$ cat src/rtl/counter_pkg.sv
// -----------------------------------------------------------------------------
// counter_pkg
// Shared constants and helpers for the counter_up_3b family.
//   COUNTER_DEFAULT_W : default counter width (bits)
//   max_count(n)      : terminal count 2^n-1 for an n-bit counter, 1 <= n <= 32
// -----------------------------------------------------------------------------
package counter_pkg;

    localparam int unsigned COUNTER_DEFAULT_W = 3;

    // Saturates at 32 bits so n=32 does not shift the 1 out of range.
    function automatic logic [31:0] max_count(input int unsigned n);
        if (n >= 32) begin
            return '1;
        end
        return (32'd1 << n) - 32'd1;
    endfunction

endpackage

$ cat src/rtl/counter_up_3b.sv
// -----------------------------------------------------------------------------
// counter_up_3b
// Synchronous N-bit binary up-counter with parallel load and synchronous
// active-low reset. Priority per rising edge: reset, then load, then +1
// (modulo 2^N, carry discarded). count_out is purely registered.
//
// Parameters:
//   N            counter width, 1..32 (default COUNTER_DEFAULT_W = 3)
// Ports:
//   clk          rising-edge clock
//   reset_al_in  synchronous active-low reset -> count_out = 0
//   load_in      synchronous parallel load enable (active high)
//   d_in[N-1:0]  value loaded when load_in = 1
//   count_out    registered count value
//   tc_out       registered terminal-count flag, high exactly while
//                count_out == 2^N-1 (present only with COUNTER_UP_TC_EN)
//
// Build option: define COUNTER_UP_TC_EN to add tc_out.
// -----------------------------------------------------------------------------
module counter_up_3b
    import counter_pkg::*;
#(
    parameter int unsigned N = COUNTER_DEFAULT_W
) (
    input  logic         clk,
    input  logic         reset_al_in,
    input  logic         load_in,
    input  logic [N-1:0] d_in,
    output logic [N-1:0] count_out
`ifdef COUNTER_UP_TC_EN
    ,
    output logic         tc_out
`endif
);

    localparam logic [N-1:0] MAX_CNT = N'(max_count(N));

    logic [N-1:0] count_q;
    logic [N-1:0] count_d;

    always_comb begin
        count_d = count_q;
        if (!reset_al_in) begin
            count_d = '0;
        end else if (load_in) begin
            count_d = d_in;
        end else begin
            count_d = count_q + N'(1);
        end
    end

    always_ff @(posedge clk) begin
        count_q <= count_d;
    end

    assign count_out = count_q;

`ifdef COUNTER_UP_TC_EN
    logic tc_q;
    logic tc_d;

    // Derived from the next count so the flag lands on the same edge as the
    // value it describes, whether reached by increment or by load.
    always_comb begin
        tc_d = reset_al_in && (count_d == MAX_CNT);
    end

    always_ff @(posedge clk) begin
        tc_q <= tc_d;
    end

    assign tc_out = tc_q;
`endif

endmodule

$ cat config.mk
export PLATFORM = sky130hd
export DESIGN_NAME = counter_up_3b
export DESIGN_NICKNAME = d
export VERILOG_FILES = /design/src/rtl/counter_pkg.sv /design/src/rtl/counter_up_3b.sv
export SDC_FILE = /design/constraint.sdc
export NUM_CORES = 1
export LEC_CHECK = 0
export ABC_AREA = 1
export CELL_PAD_IN_SITES_DETAIL_PLACEMENT = 0
export CELL_PAD_IN_SITES_GLOBAL_PLACEMENT = 2
export CORE_AREA = 5 5 42 44
export DETAILED_ROUTE_END_ITERATION = 6
export DIE_AREA = 0 0 47 49
export GPL_TIMING_DRIVEN = 0
export PLACE_DENSITY_LB_ADDON = 0.1
export SYNTH_ARGS = -nofsm -noshare
export SYNTH_HDL_FRONTEND = slang
export SYNTH_SLANG_ARGS = --single-unit
$ cat constraint.sdc
create_clock -name clk -period 1.16 [get_ports clk]
set_input_delay 0.232 -clock clk [delete_from_list [all_inputs] [get_ports clk]]
set_output_delay 0.232 -clock clk [all_outputs]
set_load 0.005 [all_outputs]
; ---- Yosys cells after proc, flatten, opt, wreduce, memory -nomap -nowiden
; Index checks and enable logic that the tools add are counted.
; Widths: inputs -> output; s select.
[totals]
inputBits = 6
ff_bits = 3
[classes]
mux = 1
addsub = 1
[ops]
columns = cell, count
row1 = $add 3x1->3 const B, 1
row2 = $mux 3, 1

; ---- Depth between registers and ports, before layout
[depth]
word_depth = 2
mapped_depth = 6

; ---- Worst setup path before layout
; No wires, ideal clock.
[synth_path]
path_kind = flip-flop to flip-flop
startpoint = register count_q[0] (netlist: count_out[0])
endpoint = register count_q[1] (netlist: count_out[1])
setup_ns = 0.116
stages_incl_launch_ff = 4
slack_ns = 0.283
synth_period_minus_slack_ns = 0.877
t_arrival_ns = 0.762
t_required_ns = 1.044
path_buffers = 0
cell_sequence = dfxtp_1 > ha_1 > o21ai_0 > nor2_1
[synth_between]
elab_chain_len = 2
[synth_lines]
columns = item, line
row1 = start: declaration, counter_up_3b.sv:38  ; logic [N-1:0] count_q;
row2 = start signal: assignment, counter_up_3b.sv:53  ; count_q <= count_d;
row3 = $add 3x1->3, counter_up_3b.sv:48  ; count_d = count_q + N'(1);
row4 = $mux 3, counter_up_3b.sv:45  ; end else if (load_in) begin
; Every way passes these cells.
; A chain may end at the register's enable or synchronous reset.

; ---- Worst setup path after layout
[layout_path]
startpoint = register count_q[0] (netlist: count_out[0])
endpoint = output port count_out[0]
[layout_lines]
columns = item, line
row1 = end: declaration, counter_up_3b.sv:29  ; output logic [N-1:0] count_out
; No word-level cell between the ends.

==> metrics <==
outcome completed; Avg Inst Size Synth 6.882 um2; final worst slack 0.1058 ns; Bufs on Longest Clock Path 2; count of clock tree sinks 3; Layout area overhead 89.09%; IO Count 9; CP arrival 0.82 ns; combinational share of power between 10 and 15%; TritonCTS buffer count 3; row count 14; cell internal pwr ~270 uW; maximum vdd drop 295.2 uV; delay-heaviest family, CP flip-flops; dpl ws ~0.050 ns; Yosys reg bits 3; residual DRC count 0; Fin. Hold Viols 0; vias after detailed routing 147; WP buf/inv 1; Min Clock Period, post-route 1.054 ns; Initial Util 9.821%; wire per inst around 7.1 um; CTS tree yes; post-synthesis sequential area ratio between 40 and 50%; FMAX 948.5 MHz; Syn Inst Count 20; slowest cell on the critical path dfxtp_1; Syn Nets 27; core area 1401 um2; maximum level of the CTS H-tree 1; Worst-path clk slew 0.04 ns; Synth cell types 9; startpoint types flop; period utilization between 90% and 100%; Die H 49 um; Worst Tran Pin Value 0.1450 ns; HP Class flop to flop; die area 2303 um2; TNS Setup 0 ns; kind of critical path flop to output port; Ant. Diodes 0; crit-path cells dlygate4sd2_1; CP Capture Type output port; Root Driver clkbuf_4; DRT Pass-1 Iters 2; total gr overflow 0; share of layout cells above drive strength 1 12.50%; DP Wirelength 279.3 um; antenna viol nets, final 0; Worst-Skew Late Latency 0.23 ns; placed cells 44; max reg flops 3; Ys Warns 0; antenna violations before repair 0; Crit path required time 0.93 ns; Max Clock Skew 0.004720 ns; number of global-route vias before repair ~140; Slew Limit Fails 0; final setup violation count 0; clock power share 52.2%; Worst path max stage delay 0.34 ns; relative slew slack 90.23%; Port-buffer cells 8; sw power between 70 and 80 uW; largest net degree at the start of global routing 6; first-pass GRT wire length 572 um; leak pwr 0.0001293 uW; gpl congestion 0.6086; Netlist Area Pre-Place 137.6 um2; Via-to-Cell Ratio 3.063; GRT Util Overall 4.357%; hold buffers post-CTS 0; PD cells about 1400 nW/um2; RSZ-0062 raised after global routing false; Routed WL 342 um; DRT iter0 DRCs 4; Sw Share between 20 and 25%; Max-cap violations 0; Die X 47 um; sequential share of power 33.3%; crit-path max FO 3; Final nets 40; Final Non-Filler Cells between 40 and 50
power by group through the flow:
| stage | Sequential (uW) | Combinational, uW | Clock, uW |
|---|---|---|---|
| after global routing | 118 | 60.0 | 213 |
| after floorplan | 120 | 18.5 | 0 |
| final | 117 | 51.1 | 184 |
| after global placement | 119 | 58.6 | 0 |
| after detailed placement | 119 | 58.5 | 0 |
| after CTS | 117 | 53.1 | 194 |
stage by stage:
stage	hold WS, ns	cell area [um2]	total power (uW)	utilization (%)
global route	0.5167	260.3	390.8	18.57
CTS	0.4646	260.3	364.6	18.57
finish	0.4616	260.3	351.8	18.57
floorplan	0.3669	137.6	138.5	-
detailed placement	0.4614	237.7	177.9	16.96
global placement	0.4578	237.7	177.8	16.96
worst paths after layout:
| kind | cells after the start | slack, ns | end | from |
|---|---|---|---|---|
| worst min-delay path | 1 | 0.46 | count_out[0]$_SDFF_PN0_ | count_out[0]$_SDFF_PN0_ |
| worst max-delay path | 1 | 0.11 | count_out[0] | count_out[0]$_SDFF_PN0_ |
| worst max register to register | 3 | 0.25 | count_out[1]$_SDFF_PN0_ | count_out[0]$_SDFF_PN0_ |
| worst min register to register | 1 | 0.46 | count_out[0]$_SDFF_PN0_ | count_out[0]$_SDFF_PN0_ |
placed cells by master, fill, tap and decap left out:
cell type	n
nor2_1	4
clkbuf_1	1
inv_1	4
dlygate4sd2_1	3
a21oi_1	1
inv_2	1
clkdlybuf4s50_1	5
nand3_1	1
nand2_1	3
ha_1	1
dfxtp_1	3
o21ai_0	2
clkbuf_4	3
layout make-up:
cell class                 instances  area, um2
inverter                           5      18.77
fill                             176       1141
tap                               16      20.02
sequential                         3      60.06
clock buffer                       4      26.28
multi-input combinational         12      58.81
timing repair buffer               8      76.32
synth_stat cells:
cell type	n	share of area (%)
a21oi_1	1	3.6
dfxtp_1	3	44
ha_1	1	9.1
inv_1	4	11
inv_2	1	2.7
nand2_1	3	8.2
nand3_1	1	3.6
nor2_1	4	11
o21ai_0	2	7.3
repair_timing:
action	4_1_cts	5_1_grt
resized for setup	3	0
buffers inserted	0	0
endpoints found under the setup margin	3	0
layer usage:
layer,vias up,share of wire [%],track usage [%]
met3,2,9.9,1.476
met2,7,52,4.525
met4,0,4.1,9.677
met5,-,0,0
met1,54,34,3.712
li1,84,-,-
cells by family after synthesis:
kind of cell | Yosys count | share of synthesized area, %
adder cells (fa/ha/maj) | 1 | 9.089
AND/OR/NAND/NOR | 8 | 22.72
buffers and inverters | 5 | 13.63
flip-flops | 3 | 43.64
AO/OA/AOI/OAI | 3 | 10.91
Note: power is estimated with default switching activity, not from simulation.
